<file path="src/rtl/hex_scroll_ctrl_if.sv">
// Write port for the scroll message buffer: a requester holds wr_req with
// address/data until it sees the one-cycle wr_ack pulse.
interface hex_scroll_ctrl_if;
    logic       wr_req;
    logic [3:0] wr_addr;
    logic [3:0] wr_data;
    logic       wr_ack;

    modport master (output wr_req, output wr_addr, output wr_data, input wr_ack);
    modport slave  (input wr_req, input wr_addr, input wr_data, output wr_ack);
endinterface

</file>
<file path="src/rtl/hex_scroll_ctrl.sv">
// Scrolling hex-message controller for six seven-segment displays.
// A small nibble buffer is filled over a req/ack port; a 6-digit window
// moves across the active length either continuously (prescaled tick)
// or one manual step at a time. All display outputs are registered.
module hex_scroll_ctrl #(
    parameter int unsigned TICK_DIV = 25_000_000,
    parameter int unsigned MSG_LEN  = 16
) (
    input  logic               CLOCK_50,
    input  logic               Resetn,
    hex_scroll_ctrl_if.slave   wr,
    input  logic [4:0]         len,
    input  logic               run,
    input  logic               step,
    input  logic               dir,
    output logic [3:0]         pos,
    output logic [6:0]         HEX5,
    output logic [6:0]         HEX4,
    output logic [6:0]         HEX3,
    output logic [6:0]         HEX2,
    output logic [6:0]         HEX1,
    output logic [6:0]         HEX0
);

    localparam int unsigned     CW    = $clog2(TICK_DIV);
    localparam logic [CW-1:0]   TC    = CW'(TICK_DIV - 1);
    localparam logic [4:0]      L_MAX = 5'(MSG_LEN);

    typedef enum logic [1:0] {HOLD, RUN, STEP} state_t;

    state_t          state;
    logic [CW-1:0]   cnt;
    logic            step_q;
    logic            armed;
    logic [3:0]      msg_buf [MSG_LEN];

    logic [4:0]      len_c;
    logic [4:0]      pos_ext;
    logic            pos_oob;
    logic            step_edge;
    logic            adv;
    logic [3:0]      pos_adv;
    logic [4:0]      idx [6];
    logic [3:0]      dig [6];

    function automatic logic [6:0] seg7(input logic [3:0] d);
        logic [6:0] s;
        case (d)
            4'h0: s = 7'h40;  4'h1: s = 7'h79;  4'h2: s = 7'h24;  4'h3: s = 7'h30;
            4'h4: s = 7'h19;  4'h5: s = 7'h12;  4'h6: s = 7'h02;  4'h7: s = 7'h78;
            4'h8: s = 7'h00;  4'h9: s = 7'h10;  4'hA: s = 7'h08;  4'hB: s = 7'h03;
            4'hC: s = 7'h46;  4'hD: s = 7'h21;  4'hE: s = 7'h06;  default: s = 7'h0E;
        endcase
        return s;
    endfunction

    // Clamp requested length to the legal window range and derive the next position.
    always_comb begin
        len_c = len;
        if (len < 5'd6)
            len_c = 5'd6;
        else if (len > L_MAX)
            len_c = L_MAX;

        pos_ext   = {1'b0, pos};
        pos_oob   = (pos_ext >= len_c);
        step_edge = step & ~step_q;
        adv       = (state == STEP) || ((state == RUN) && run && (cnt == TC));

        if (dir)
            pos_adv = (pos == 4'd0) ? 4'(len_c - 5'd1) : pos - 4'd1;
        else
            pos_adv = ((pos_ext + 5'd1) == len_c) ? 4'd0 : pos + 4'd1;
    end

    // Window-to-buffer index mapping; out-of-buffer indices (only possible for
    // the single cycle before an out-of-range pos is cleared) read as zero.
    always_comb begin
        for (int unsigned k = 0; k < 6; k++) begin
            idx[k] = pos_ext + 5'(5 - k);
            if (idx[k] >= len_c)
                idx[k] = idx[k] - len_c;
            dig[k] = (idx[k] < L_MAX) ? msg_buf[idx[k][3:0]] : 4'd0;
        end
    end

    // Scroll FSM: tick prescaler, step edge detect and window position.
    always_ff @(posedge CLOCK_50 or negedge Resetn) begin
        if (!Resetn) begin
            state  <= HOLD;
            cnt    <= '0;
            step_q <= 1'b0;
            pos    <= '0;
        end else begin
            step_q <= step;
            case (state)
                HOLD: begin
                    cnt <= '0;
                    if (run)
                        state <= RUN;
                    else if (step_edge)
                        state <= STEP;
                end
                RUN: begin
                    if (!run) begin
                        state <= HOLD;
                        cnt   <= '0;
                    end else if (cnt == TC) begin
                        cnt <= '0;
                    end else begin
                        cnt <= cnt + CW'(1);
                    end
                end
                STEP:    state <= HOLD;
                default: state <= HOLD;
            endcase

            // A shrunken length pulls pos back to 0 ahead of any advance.
            if (pos_oob)
                pos <= '0;
            else if (adv)
                pos <= pos_adv;
        end
    end

    // Write port: one buffer write and one ack pulse per wr_req assertion.
    always_ff @(posedge CLOCK_50 or negedge Resetn) begin
        if (!Resetn) begin
            armed     <= 1'b1;
            wr.wr_ack <= 1'b0;
            msg_buf   <= '{default: '0};
        end else begin
            wr.wr_ack <= 1'b0;
            if (wr.wr_req && armed) begin
                armed     <= 1'b0;
                wr.wr_ack <= 1'b1;
                if ({1'b0, wr.wr_addr} < L_MAX)
                    msg_buf[wr.wr_addr] <= wr.wr_data;
            end else if (!wr.wr_req) begin
                armed <= 1'b1;
            end
        end
    end

    // Registered segment outputs, blank while in reset.
    always_ff @(posedge CLOCK_50 or negedge Resetn) begin
        if (!Resetn) begin
            HEX5 <= 7'h7F;
            HEX4 <= 7'h7F;
            HEX3 <= 7'h7F;
            HEX2 <= 7'h7F;
            HEX1 <= 7'h7F;
            HEX0 <= 7'h7F;
        end else begin
            HEX5 <= seg7(dig[5]);
            HEX4 <= seg7(dig[4]);
            HEX3 <= seg7(dig[3]);
            HEX2 <= seg7(dig[2]);
            HEX1 <= seg7(dig[1]);
            HEX0 <= seg7(dig[0]);
        end
    end

endmodule

</file>
<file path="src/flat_wrapper.sv">
// flat-port wrapper written by rule: the top's interface ports become plain ports
module hex_scroll_ctrl_flat 
#(
    parameter int unsigned TICK_DIV = 25_000_000,
    parameter int unsigned MSG_LEN  = 16
)
  (CLOCK_50, Resetn, len, run, step, dir, pos, HEX5, HEX4, HEX3, HEX2, HEX1, HEX0, wr_wr_req, wr_wr_addr, wr_wr_data, wr_wr_ack);
  hex_scroll_ctrl_if wr_i ();
  input  logic CLOCK_50;
  input  logic Resetn;
  input  logic [4:0] len;
  input  logic run;
  input  logic step;
  input  logic dir;
  output logic [3:0] pos;
  output logic [6:0] HEX5;
  output logic [6:0] HEX4;
  output logic [6:0] HEX3;
  output logic [6:0] HEX2;
  output logic [6:0] HEX1;
  output logic [6:0] HEX0;
  input wire logic [$bits(wr_i.wr_req)-1:0] wr_wr_req;
  input wire logic [$bits(wr_i.wr_addr)-1:0] wr_wr_addr;
  input wire logic [$bits(wr_i.wr_data)-1:0] wr_wr_data;
  output wire logic [$bits(wr_i.wr_ack)-1:0] wr_wr_ack;
  assign wr_i.wr_req = wr_wr_req;
  assign wr_i.wr_addr = wr_wr_addr;
  assign wr_i.wr_data = wr_wr_data;
  assign wr_wr_ack = wr_i.wr_ack;
  hex_scroll_ctrl #(.TICK_DIV(TICK_DIV), .MSG_LEN(MSG_LEN)) u_core (.CLOCK_50(CLOCK_50), .Resetn(Resetn), .wr(wr_i), .len(len), .run(run), .step(step), .dir(dir), .pos(pos), .HEX5(HEX5), .HEX4(HEX4), .HEX3(HEX3), .HEX2(HEX2), .HEX1(HEX1), .HEX0(HEX0));
endmodule
</file>
<file path="config.mk">
export PLATFORM = sky130hd
export DESIGN_NAME = hex_scroll_ctrl_flat
export DESIGN_NICKNAME = d
export VERILOG_FILES = /design/src/rtl/hex_scroll_ctrl_if.sv /design/src/rtl/hex_scroll_ctrl.sv /design/src/flat_wrapper.sv
export SDC_FILE = /design/constraint.sdc
export NUM_CORES = 1
export LEC_CHECK = 0
export BUFFER_PORTS_ARGS = -buffer_cell sky130_fd_sc_hd__clkbuf_2
export CORE_MARGIN = 4
export CORE_UTILIZATION = 50
export CTS_CLUSTER_DIAMETER = 100
export DETAILED_ROUTE_END_ITERATION = 10
export GPL_TIMING_DRIVEN = 0
export PLACE_DENSITY_LB_ADDON = 0.2
export SYNTH_ARGS = -nofsm -noshare
export SYNTH_HDL_FRONTEND = slang
export SYNTH_SLANG_ARGS = --single-unit
</file>
<file path="constraint.sdc">
create_clock -name CLOCK_50 -period 6 [get_ports CLOCK_50]
set_input_delay 0.3 -clock CLOCK_50 [delete_from_list [all_inputs] [get_ports CLOCK_50]]
set_output_delay 0.3 -clock CLOCK_50 [all_outputs]
set_load 0.01 [all_outputs]
</file>
# After elaboration in Yosys (flattened, before gate mapping)
# Memory sizes are Yosys's and may differ from the RTL's. A register that Yosys moved wholly into a read port is not among the register bits.
# Index checks and enable logic that the tools add are counted.
# W data, S select, Z words.
# totals
reg_bits	98
romBits	672
in_bits	19
out_inout_bits	47
word_cells	147
mem_count	6
# op_classes
add_sub_neg	15
n_lt_le_gt_ge	22
eq_ne	7
muxes	50
n_bitwise	9
n_reduce_logical	16
# memory_table
memory	depth	width	read_ports	rd_clocked_by_memory_dff	write_ports	line	text
(no name shown)	16	7	1	1	0	hex_scroll_ctrl.sv:48	case (d)
(no name shown)	16	7	1	1	0	hex_scroll_ctrl.sv:48	
(no name shown)	16	7	1	1	0	hex_scroll_ctrl.sv:48	
(no name shown)	16	7	1	1	0	hex_scroll_ctrl.sv:48	
(no name shown)	16	7	1	1	0	hex_scroll_ctrl.sv:48	
(no name shown)	16	7	1	1	0	hex_scroll_ctrl.sv:48	
# op_table
operator	n
$bmux W4 S4	6
$mux W4	24
$bwmux W64	1
$mux W25	2
$pmux W25 S2	1
$mux W5	8
$ge A5 B5 Y1 const B	7
$not A4 Y5	7
$lt A5 B5 Y1 const B	6
$add A25 B1 Y25 const B	1
$eq A25 B25 Y1 const B	1
$ge A5 B5 Y1	5
$sub A5 B5 Y5	5
$demux W4 S4	1
$add A4 B2 Y5 const B	2
$add A4 B3 Y5 const B	2
$sub A4 B1 Y4 const B	2
$logic_not A1 Y1	6
$mux W2	3
$add A4 B1 Y5 const B	1
$eq A5 B5 Y1	1
$ge A4 B5 Y1	1
$gt A5 B5 Y1 const B	1
$lt A5 B1 Y1 const B	1
18 further kinds	24

# Longest topological paths before layout
# logic_depth
depth_word	10
depth_mapped	23
mapped_depth_nobuf	21

# Worst setup path before layout
# No wires, ideal clock.
# synth_path
kind	register to register
startpoint	register u_core.pos[2]
endpoint	register u_core.HEX0[3]
setup_time_ns	0.094
arrival_time_ns	4.848
required_time_ns	5.906
slack_ns	1.058
stages_incl_launch_ff	18
n_path_buf	2
period_less_slack_ns	4.942
cell_sequence	dfrtp_1 > clkbuf_1 > inv_1 > ha_1 > a21oi_1 > xnor2_1 > ha_1 > and4b_1 > or2_1 > o21a_1 > nor2_1 > mux2i_2 > clkbuf_1 > mux2_2 > a31oi_2 > inv_1 > ha_1 > mux4_2
# synth_between
elab_chain_cells	8
word_cells_on_any_way	10
cone_classes	add/sub: 2; order compare: 2; mux: 5; bitwise: 1
# synth_rtl
item	line	text
from (decl)	hex_scroll_ctrl.sv:16	output logic [3:0] pos,
from (signal assigned)	hex_scroll_ctrl.sv:122	pos <= pos_adv;
$add A4 B3 Y5 *	hex_scroll_ctrl.sv:80	idx[k] = pos_ext + 5'(5 - k);
$sub A5 B5 Y5 or $ge A5 B5 Y1 (tied branches)	hex_scroll_ctrl.sv:82, hex_scroll_ctrl.sv:81	
$mux W5 *	hex_scroll_ctrl.sv:81	if (idx[k] >= len_c)
$not A4 Y5 (not written as such)	hex_scroll_ctrl.sv:83	dig[k] = (idx[k] < L_MAX) ? msg_buf[idx[k][3:0]] : 4'd0;
$bmux W4 S4	hex_scroll_ctrl.sv:83	
$mux W4 (not written as such) (2 in series)	hex_scroll_ctrl.sv:83	
$mux W4 *	hex_scroll_ctrl.sv:83	
to (decl)	hex_scroll_ctrl.sv:22	output logic [6:0] HEX0
# Mark *: on every way between the ends. The rest lies on a longest branch, timed or not. The select of a mux whose other input is x is not followed.
# A chain may end at the register's enable or synchronous reset.

# Final worst setup path
# Ends and elaborated chain as after synthesis.

==> reports/results.md <==
STA
• **final period demand of the worst path** 5690 ps
• **Max-Slew Margin vs Limit** 27.7%
• **final clock skew** 8.75 ps
• **Setup violations, final** 0
• **part of the cycle the worst path needs** 94.9%
• **Highest Clock Rate** 0.176 GHz
• **transition time at the pin with the least slew margin** 1080 ps
• **worst setup slack after layout** 307 ps
• **setup repair after global routing missed its margin** false
• **max-slew violations** 0
• **final number of hold-violating endpoints** 0

Synthesis
• **xor and xnor area share after synthesis** 2.31%
• **mux cell area share after synthesis** 27.5%
• **flop and latch count out of synthesis** 140
• **Avg Inst Size Synth** 9.77 sq um
• **most frequent cell after synthesis** mux2i_1
• **Post-synth EDFFs** 0
• **Post-Synthesis Cell Area** 12100 sq um
• **Synth Area in Adders** 7.98%
• **Post-Syn Instances** 1242
• **Synth Area in Simple Gates** 13.6%
• **most common library cells after synthesis** 163 x mux2i_1, 99 x nand2_1, 97 x dfrtp_1
• **dominant synthesized flop cell** dfrtp_1
• **combinational family with the most area after synthesis** multiplexers
• **post-synth net total** 1336
• **Yosys warning count** 0
• **share of flip-flops with an asynchronous set or reset after synthesis** 100%
• **number of library cell types mapped by synthesis** 84
• **top-area cell type share of the netlist area** 20.0%
• **cell type contributing the most total cell area after synthesis** dfrtp_1
• **Synth Area in Compound Gates** 15.0%
• **part of the Yosys area used for sequential elements** 29.3%
• **cell types occupying the most area after synthesis** dfrtp_1 20%, mux2i_1 13%, dfstp_2 9.3%

Hold path
• **Worst Hold Launch** run
• **HP Class** input pin to flop
• **count of cells along the worst hold path** 2
• **Worst Hold Path EP** u_core.state[1]$_DFFE_PN0P_

Setup path
• **reg-to-reg startpoint** u_core.pos[2]$_DFFE_PN0P_
• **Worst R2R End** u_core.HEX0[3]$_DFF_PN1_
• **cell with the most instances on the worst path** ha_1
• **slack of the worst reg-to-reg path** 310 ps
• **Crit Path Class** flop to flop
• **sum of buffers and inverters on the critical path** 4
• **CP Data Required Time** 6350 ps
• **Worst Setup End Kind** flop
• **highest cell delay on the worst timing path** 600 ps
• **Critical Path, Cell by Cell** clkbuf_1, inv_1, ha_1, a21oi_1, xnor2_1, ha_1, and4b_1, or2_1, o21a_1, nor2_1, mux2i_4, clkbuf_1, mux2_2, a31oi_2, inv_1, ha_1, mux4_2
• **CP Launch Type** flop
• **Worst R2R Path Depth** 17
• **CP max FO** 10
• **slowest cell on the critical path** mux2i_4
• **WP data arrival** 6040 ps
• **kind of cell with the highest combined delay on the critical path** multiplexers

Layout
• **number of nets in the layout** 1425
• **Final Non-Filler Cells** 1663
• **number of antenna repair diodes** 0
• **fraction of final layout cells with drive strength greater than 1** 23.1%
• **area growth from synthesis to layout** 11.5%
• **post-route core utilization** 57.1%

Floorplanning
• **Die ar.** 26800 sq um
• **die height** 164 microns
• **std cell rows** 56
• **num ports** 66
• **die width** 164 microns
• **effective utilization at floorplan** 51.2%
• **Std-Cell Core Area** 23700 sq um

Placement
• **pre-CTS setup slack** -52.6 ps
• **input/output buffers** 65
• **final weighted congestion in routability-driven placement** 0.991
• **total instance count after detailed placement** 1628
• **half-perimeter wire length after detailed placement** 25100 microns

Run
• **total of max-cap violations** 0

Clocking
• **postcts setup bufs** 0
• **maximum number of buffers from clock root to sink** 2
• **clock sink count** 140
• **cts bufs inserted** 17
• **number of H-tree branching levels** 4
• **clock slew at the register clock pins of the worst setup and hold paths** 70 ps
• **source-to-sink clock delay at the later pin of the worst-skew pair** 440 ps
• **clock tree from TritonCTS** done
• **master cell of the clock root buffer** clkbuf_16

Drt
• **via density per instance** 6.15
• **overall via count from detail_route** 10200
• **total wire length after detailed routing** 33400 microns
• **1st-pass router iterations** 5
• **remaining design rule violation count** 0
• **post-route antenna net violation count** 0
• **wire per inst** 20.1 microns
• **Starting DRT DRC Count** 964

Run status
• **run status** finished clean

Global route
• **number of global-route vias before repair** 9831
• **wire length of the first global-routing pass** 53400 microns
• **maximum number of pins on one net before global-route repair** 112
• **Overall Global Routing Usage** 25.2%
• **initial antenna violation count** 0
• **overall overflow remaining after global route** 0

[worst reg2reg max path, delay by kind of cell (launching register included)]
kind                       cells  cell delay [ps]
AOI/OAI and AO/OA              3              760
xor gates and xnor gates       1              190
adders and majority gates      3              800
buffers and inverters          4             1130
DFF                            1              470
muxes                          3             1450
and+or+nand+nor                3              800
[how the worst max path moves through the flow]
stage / from / slack, ps / to / depth (start not counted)
6_report: u_core.pos[2]$_DFFE_PN0P_ / 310 / u_core.HEX0[3]$_DFF_PN1_ / 17
5_1_grt: u_core.pos[2]$_DFFE_PN0P_ / 40 / u_core.HEX0[3]$_DFF_PN1_ / 17
4_1_cts: u_core.pos[2]$_DFFE_PN0P_ / 220 / u_core.HEX0[3]$_DFF_PN1_ / 17
3_5_place_dp: u_core.pos[0]$_DFFE_PN0P_ / -50 / u_core.HEX0[3]$_DFF_PN1_ / 15
3_3_place_gp: u_core.pos[0]$_DFFE_PN0P_ / 20 / u_core.HEX0[3]$_DFF_PN1_ / 15
2_1_floorplan: u_core.pos[2]$_DFFE_PN0P_ / 1060 / u_core.HEX0[3]$_DFF_PN1_ / 17
[flip-flops by register name, summed over array words and instances, names as in the netlist, 2 cells and up]
signal / flops
u_core.HEX0: 7
u_core.HEX1: 7
u_core.HEX2: 7
u_core.HEX3: 7
u_core.HEX4: 7
u_core.HEX5: 7
u_core.cnt: 25
u_core.msg_buf: 64
u_core.pos: 4
u_core.state: 2
[what timing repair did]
action                     4_1_cts  5_1_grt
gates resized for setup          1        2
setup endpoints to repair        2        8
hold buffers                     3        0
pin swaps                        0        0
hold endpoints to repair         5        0
[cells in the final DEF (no fill, tap or decap), drive strengths merged, types with 26 or more instances in the layout]
| cell type | count |
|---|---|
| a211oi | 27 |
| a21oi | 51 |
| buf | 34 |
| clkbuf | 107 |
| dfrtp | 97 |
| dfstp | 43 |
| ha | 71 |
| inv | 67 |
| mux2 | 84 |
| mux2i | 167 |
| mux4 | 30 |
| nand2 | 101 |
| nand3 | 33 |
| nor2 | 87 |
| nor2b | 26 |
| o21ai | 49 |
[area by class of cell]
cell class	count	area, sq um
fill	2118	10200
multi-input combinational	988	8070
sequential	140	3560
clock buffer	18	439
tap	319	399
timing repair buffer	70	397
buffer	56	303
inverter	58	220
clock inverter	14	148
[layer usage]
layer	track usage, %	vias to the layer above	routed length (microns)
li1	-	4817	-
met1	34.6	4954	14700
met2	40.5	377	15500
met3	3.16	78	2050
met4	10.4	0	1170
met5	0	-	0
[cell families after synthesis]
family,count (synthesis)
flops,140
mux,281
xor+xnor,32
fa+ha+maj,75
buf+inv,114
compound gates,256
simple gates,344
[through the flow]
stage | instance area [sq um] | setup TNS [ps] | hold WS, ps
3_3_place_gp | 12900 | 0 | 430
3_5_place_dp | 12900 | -52.6 | 209
6_report | 13500 | 0 | 33.8
4_1_cts | 13500 | 0 | 32.3
2_1_floorplan | 12100 | 0 | 4.41
5_1_grt | 13500 | 0 | 45.1
Power is left out: the tool's default activity adds up to more than one toggle a clock period on the data nets, which glitch-free logic cannot reach.
